$ cat src/rtl/sbox_layer_sequencer.sv
// Streams both shares of a masked state through one shared S-box, one nibble per fresh rnd.
// Build option: define SBOX_SEQ_IDLE_ZERO_EN to drive zeros on the S-box inputs whenever no nibble is issued.
module sbox_layer_sequencer #(
  parameter int NIBBLES = 32
) (
  input  logic                 clk,
  input  logic                 rst_n,
  input  logic                 start,
  input  logic [4*NIBBLES-1:0] state_s0,
  input  logic [4*NIBBLES-1:0] state_s1,
  input  logic [1:0]           rnd,
  input  logic                 rnd_valid,
  output logic                 rnd_ready,
  output logic [3:0]           sbox_in0,
  output logic [3:0]           sbox_in1,
  output logic [1:0]           sbox_guards,
  input  logic [3:0]           sbox_out0,
  input  logic [3:0]           sbox_out1,
  output logic                 busy,
  output logic                 done,
  output logic [4*NIBBLES-1:0] result_s0,
  output logic [4*NIBBLES-1:0] result_s1
);

  localparam int CW = (NIBBLES > 1) ? $clog2(NIBBLES) : 1;
  localparam logic [CW-1:0] LAST = CW'(NIBBLES - 1);

  typedef enum logic [1:0] {IDLE, FEED, DRAIN, DONE} state_t;

  state_t                    state;
  logic [NIBBLES-1:0][3:0]   sh0, sh1, res0, res1;
  logic [CW-1:0]             issue_cnt, cap_cnt;
  logic                      in_flight;
  logic                      issue;

  // rnd_ready is high exactly in FEED, so a handshake is the only way a nibble leaves
  assign issue     = rnd_ready & rnd_valid;
  assign result_s0 = res0;
  assign result_s1 = res1;

  always_ff @(posedge clk or negedge rst_n) begin
    if (!rst_n) begin
      state     <= IDLE;
      sh0       <= '0;
      sh1       <= '0;
      res0      <= '0;
      res1      <= '0;
      issue_cnt <= '0;
      cap_cnt   <= '0;
      in_flight <= 1'b0;
      rnd_ready <= 1'b0;
      busy      <= 1'b0;
      done      <= 1'b0;
    end else begin
      // The S-box answers one cycle after its inputs, so capture trails issue by one edge
      if (in_flight) begin
        res0[cap_cnt] <= sbox_out0;
        res1[cap_cnt] <= sbox_out1;
      end
      case (state)
        IDLE: begin
          if (start) begin
            sh0       <= state_s0;
            sh1       <= state_s1;
            issue_cnt <= '0;
            cap_cnt   <= '0;
            rnd_ready <= 1'b1;
            busy      <= 1'b1;
            state     <= FEED;
          end
        end
        FEED: begin
          in_flight <= issue;
          if (in_flight) cap_cnt <= cap_cnt + 1'b1;
          if (issue) begin
            if (issue_cnt == LAST) begin
              rnd_ready <= 1'b0;
              state     <= DRAIN;
            end else begin
              issue_cnt <= issue_cnt + 1'b1;
            end
          end
        end
        DRAIN: begin
          in_flight <= 1'b0;
          busy      <= 1'b0;
          done      <= 1'b1;
          state     <= DONE;
        end
        DONE: begin
          done  <= 1'b0;
          state <= IDLE;
        end
      endcase
    end
  end

`ifdef SBOX_SEQ_IDLE_ZERO_EN
  always_comb begin
    sbox_in0    = 4'h0;
    sbox_in1    = 4'h0;
    sbox_guards = 2'b00;
    if (issue) begin
      sbox_in0    = sh0[issue_cnt];
      sbox_in1    = sh1[issue_cnt];
      sbox_guards = rnd;
    end
  end
`else
  logic [3:0] held0, held1;
  logic [1:0] held_g;

  // Keeps the last issued nibble on the S-box inputs during stalls and outside a run
  always_ff @(posedge clk or negedge rst_n) begin
    if (!rst_n) begin
      held0  <= 4'h0;
      held1  <= 4'h0;
      held_g <= 2'b00;
    end else if (issue) begin
      held0  <= sh0[issue_cnt];
      held1  <= sh1[issue_cnt];
      held_g <= rnd;
    end
  end

  always_comb begin
    sbox_in0    = held0;
    sbox_in1    = held1;
    sbox_guards = held_g;
    if (issue) begin
      sbox_in0    = sh0[issue_cnt];
      sbox_in1    = sh1[issue_cnt];
      sbox_guards = rnd;
    end
  end
`endif

endmodule

$ cat config.mk
export PLATFORM = sky130hd
export DESIGN_NAME = sbox_layer_sequencer
export DESIGN_NICKNAME = d
export VERILOG_FILES = /design/src/rtl/sbox_layer_sequencer.sv
export SDC_FILE = /design/constraint.sdc
export NUM_CORES = 1
export LEC_CHECK = 0
export CORE_ASPECT_RATIO = 0.8
export CORE_MARGIN = 10
export CORE_UTILIZATION = 55
export CTS_BUF_LIST = sky130_fd_sc_hd__clkbuf_8
export DETAILED_ROUTE_END_ITERATION = 8
export GPL_TIMING_DRIVEN = 0
export MAX_ROUTING_LAYER = met4
export PLACE_DENSITY_LB_ADDON = 0.08
export RECOVER_POWER = 100
export SKIP_CTS_REPAIR_TIMING = 1
export SLEW_MARGIN = 30
export SYNTH_ARGS = -nofsm -noshare
export SYNTH_HDL_FRONTEND = slang
export SYNTH_SLANG_ARGS = --single-unit
$ cat constraint.sdc
create_clock -name clk -period 6.15 [get_ports clk]
set_clock_uncertainty 0.15 [all_clocks]
set_input_delay 0.615 -clock clk [delete_from_list [all_inputs] [get_ports clk]]
set_output_delay 0.615 -clock clk [all_outputs]
set_load 0.1 [all_outputs]
# After elaboration in Yosys (flattened, before gate mapping)
# Index checks and enable logic that the tools add are counted.
dict set report word_totals {
  ramBits 0
  reg_bits 538
  n_memories 0
  latchBits 0
  romBits 0
}
dict set report classes {
  n_mux 28
  n_bitwise 1
  n_eq_ne 9
  n_reduce_logical 12
  div_mod_pow 0
  addsub 2
  n_mul 0
  n_lt_le_gt_ge 3
  shifts 0
}
# cell n
set op_table {}
lappend op_table {{$bwmux 128} 2}
lappend op_table {{$bmux 4 s5} 2}
lappend op_table {{$demux 4 s5} 1}
lappend op_table {{$mux 4} 5}
lappend op_table {{$mux 5} 4}
lappend op_table {{$pmux 5 s2} 2}
lappend op_table {{$lt 5x6->1 const B} 2}
lappend op_table {{$add 5x1->5 const B} 2}
lappend op_table {{$ne 2x2->1 const B} 5}
lappend op_table {{$mux 2} 4}
lappend op_table {{$pmux 1 s2} 4}
lappend op_table {{$pmux 2 s4} 1}
lappend op_table {{$reduce_and 4->1} 2}
lappend op_table {{$reduce_bool 2->1} 4}
lappend op_table {{$reduce_and 3->1} 2}
lappend op_table {{$eq 5x5->1 const B} 1}
lappend op_table {{$ge 5x1->1 const B} 1}
lappend op_table {{$eq 2x2->1 const B} 2}
lappend op_table {{$reduce_and 2->1} 2}
lappend op_table {{$mux 1} 3}
lappend op_table {{$eq 2x1->1 const B} 1}
lappend op_table {{$logic_not 2->1} 1}
lappend op_table {{$and 1x1->1} 1}
lappend op_table {{$logic_and 1x1->1} 1}

# Longest topological paths before layout
# Gate-level depths: netlist (run 1).
dict set report depth {
  ltp_word 5
  mapped_depth 9
}

# Worst setup path before layout (run 1)
# No wires, ideal clock.
dict set report synth_path {
  kind {register to output}
  startpoint {register rnd_ready}
  endpoint {output port sbox_in0[1]}
  stages_incl_launch_ff 5
  path_slack_ps 1536
  arrival_time_ps 3849
  cell_sequence {dfrtp_1 and2_1 clkbuf_1 nor2_1 a211oi_1}
}
dict set report synth_between {
  elab_chain_cells 2
}
# item line
set synth_rtl {}
lappend synth_rtl {{from (decl)} 13} ;# output logic rnd_ready,
lappend synth_rtl {{from (signal assigned)} 51} ;# rnd_ready <= 1'b0;
lappend synth_rtl {{from (signal assigned)} 67} ;# rnd_ready <= 1'b1;
lappend synth_rtl {{from (signal assigned)} 77} ;# rnd_ready <= 1'b0;
lappend synth_rtl {{$and 1x1->1} 37} ;# assign issue = rnd_ready & rnd_valid;
lappend synth_rtl {{$mux 4} n/a}
lappend synth_rtl {{to (decl)} 14} ;# output logic [3:0] sbox_in0,
# No other way between the ends.

# Worst setup path in the final report (run 1)
dict set report layout_path {
  startpoint {register issue_cnt[1]}
  endpoint {output port sbox_in1[1]}
}
dict set report layout_between {
  elab_chain_cells 3
}
# item line
set layout_rtl {}
lappend layout_rtl {{from (decl)} 32} ;# logic [CW-1:0] issue_cnt, cap_cnt;
lappend layout_rtl {{from (signal assigned)} 80} ;# issue_cnt <= issue_cnt + 1'b1;
lappend layout_rtl {{$bmux 4 s5} 132} ;# sbox_in1 = sh1[issue_cnt];
lappend layout_rtl {{$mux 4 (implied by the code)} 132}
lappend layout_rtl {{$mux 4} n/a}
lappend layout_rtl {{to (decl)} 15} ;# output logic [3:0] sbox_in1,
# No other way between the ends. The select of a mux whose other input is x is not followed.

==> results.yml, run 1 <==
run_status:
  status: "finished with violations"
  violations: "capacitance limit, slew limit"
logic_synthesis:
  synth_area_per_cell_um2: 15.7
  synthAdderAreaFrac: 0.00553
  synth_fp_nets: 1718
  synth_cell_types: 50
  synth_ff_type: "dfrtp_1"
  synth_edf_count: 0
  synth_xor_area_frac: 0.00155
  synth-compound-area-share: 0.0215
  synth-seq-cells: 538
  synth_top_family_by_area: "multiplexers"
  synth.cell_area_um2: 22600
  async_reset_ff_frac: 1.00
  muxShareOfSynthArea: 0.328
  synth-simple-area-share: 0.0253
  synthCells: 1438
  yosys_warnings: 0
  seq_area_frac_synth: 0.595
finish:
  final_cell_mix: "mux2_2 (539), dfrtp_1 (538), clkdlybuf4s50_1 (269), dlygate4sd3_1 (197), clkbuf_1 (143)"
  final_layout_size_suffix_gt1_frac: 0.343
  syn_to_final_growth_pct: 32.9
  final_common_cell: "mux2_2"
  num-fill-cells: 2781
  multiInputGateArea_um2: 8570
  final_nets: 2350
  regArea_um2: 13500
critical_path:
  crit_chain: "buf_2, clkbuf_1, nand3_1, o22ai_1, a211o_1, o221a_1, dlygate4sd3_1"
  path_class: "flip-flop to output pin"
  slowest_stage: "dlygate4sd3_1"
  r2r_slack_ps: 3090
  critPathMaxFanout: 10
  rr_endpoint: "sh1[90]"
  worst_setup_path_end_kind: "output pin"
  cp.arrival_ps: 4670
  max_stage_delay_ps: 1250
  worstSetupStartpointType: "flip-flop"
  r2r_cells: 7
  required_ps: 5380
  worst-path-buf-inv: 3
  reg2reg_from: "state[1]"
  crit_family: "buffers and inverters"
worst_hold_path:
  hp-class: "flip-flop to flip-flop"
  whs_endpoint: "result_s0[51]"
  hp-start: "result_s0[51]"
  timing.hold.worst_path_depth: 1
routing:
  routed_via_density: 5.57
  dr.pass1.iters: 5
  totalWireLength_mm: 71.6
  ant_nets: 0
  wl_per_cell_um: 26.5
  vias: 15062
  drtIter0Drc: 853
  drc_errors: 0
global_routing:
  antenna_found_initial: 28
  grt_pass1_vias: 16277
  overflow: 0
  track_usage: 0.296
  grt_max_degree: 88
  grt_pass1_wl_mm: 106
floorplan:
  num_io_pins: 539
  die_x_um: 247
  rows: 66
  die_area_um2: 49700
  die_y_um: 201
  core_um2: 40600
  start_util: 0.557
power_and_ir_drop:
  clkPwrFrac: 0.215
  total_power_w: 0.0140
  p_int_w: 0.00844
  powerDensity_nw_per_um2: 466
  peakVddDrop_mv: 0.265
  combPwrFrac: 0.407
  p_leak_nw: 13.3
  swShare: 0.397
  p_sw_w: 0.00556
  power_frac_seq: 0.377
clocking:
  clk_pin_slew_ps: 60
  cts_tree: "done"
  clockBufferDepth: 3
  cts-root-buf: "clkbuf_8"
  numCtsBuffers: 84
  clkLatencyLatePin_ps: 640
  htree_num_levels: 3
  cts.sinks: 538
placed_design:
  dpl_worst_slack_ps: 1890
  io_buffers: 538
  gp_congestion: 0.871
  hpwlAfterDp_mm: 55.3
timing:
  tns_ps: 0
  drv_slew: 195
  setup_viol: 0
  period_minus_slack_ps: 5440
  rsz0062_at_grt: "no"
  layout_setup_ws_ps: 715
  clock.fmax_mhz: 184
  tightest_slew_ps: 2220
  slew_headroom: -0.477
  post-route-period-util: 0.884
  hold_viol_final: 0
run:
  maxCapViolations: 3
## worst max-delay path by stage
| stage | startpoint | end | slack [ps] | cells after the start |
|---|---|---|---|---|
| floorplan | rnd_ready | sbox_in0[1] | 1540 | 4 |
| global placement | rst_n | result_s1[106] | -18900 | 1 |
| detailed placement | issue_cnt[0] | sbox_in1[0] | 1890 | 8 |
| CTS | issue_cnt[0] | sbox_in1[0] | 1180 | 8 |
| global route | issue_cnt[1] | sbox_in1[1] | 590 | 7 |
| finish | issue_cnt[1] | sbox_in1[1] | 710 | 7 |
## cell type report
type                            count  area share
Sequential cell                   538       0.448
Multi-Input combinational cell    799       0.285
Timing Repair Buffer              546       0.169
Clock buffer                      112      0.0513
Tap cell                          544      0.0227
Buffer                             94      0.0148
Clock inverter                     36     0.00562
Antenna cell                       28     0.00233
Inverter                            7    0.000874
## power by group through the flow
| stage | logic [W] | registers (W) | clock network (W) |
|---|---|---|---|
| after floorplan | 0.00274 | 0.00679 | 0 |
| after global placement | 0.00578 | 0.00529 | 0 |
| after detailed placement | 0.00583 | 0.00533 | 0 |
| after CTS | 0.00585 | 0.00527 | 0.00307 |
| after global routing | 0.00598 | 0.00540 | 0.00324 |
| final | 0.00570 | 0.00528 | 0.00302 |
## synth_stat cells, types with 10 or more instances
cell / n / area share
clkbuf_1: 38 / 0.0063
mux4_2: 36 / 0.036
nor2_1: 18 / 0.0030
buf_2: 37 / 0.0082
mux2i_1: 36 / 0.016
o22ai_1: 10 / 0.0028
nor2_2: 15 / 0.0041
dfrtp_1: 538 / 0.60
nand3_1: 17 / 0.0038
nand2_1: 20 / 0.0033
ha_1: 10 / 0.0055
mux2_2: 543 / 0.27
## stage by stage
stage	hold WS [ps]	utilization	cell area, um^2	instances
finish	330	0.740	30100	2704
global route	362	0.740	30100	2704
CTS	-358	0.745	30300	2675
detailed placement	327	0.703	28500	2527
global placement	320	0.706	28700	2520
floorplan	169	-	22600	1438
## kinds of logic (layout without fill, tap and decap cells)
family	after synthesis	count (layout)
other	0	28
and+or+nand+nor	102	102
AOI/OAI and AO/OA	61	61
xor gates and xnor gates	4	4
adders and majority gates	10	10
DFF	538	538
buffers and inverters	101	795
muxes	622	622
## sequential cells by signal (all words and copies together), names as in the netlist
name	flops
busy	1
cap_cnt	5
done	1
held0	4
held1	4
held_g	2
in_flight	1
issue_cnt	5
result_s0	128
result_s1	128
rnd_ready	1
sh0	128
sh1	128
state	2
## metal layers
layer / up-vias / global-route usage / part of all wire
li1: 6579 / - / -
met1: 7832 / 0.361 / 0.41
met2: 512 / 0.457 / 0.48
met3: 139 / 0.0995 / 0.085
met4: 0 / 0.0980 / 0.034
met5: - / - / 0
Note: power is estimated with default switching activity, not from simulation.
==> run 2: changes to the inputs <==
SKIP_CTS_REPAIR_TIMING = default   (was 1)
==> results of run 2 <==
Final layout, timing and power as in run 1 (identical DEF).
Main changes from that run: via count of the first global-routing pass 16277 -> 16280
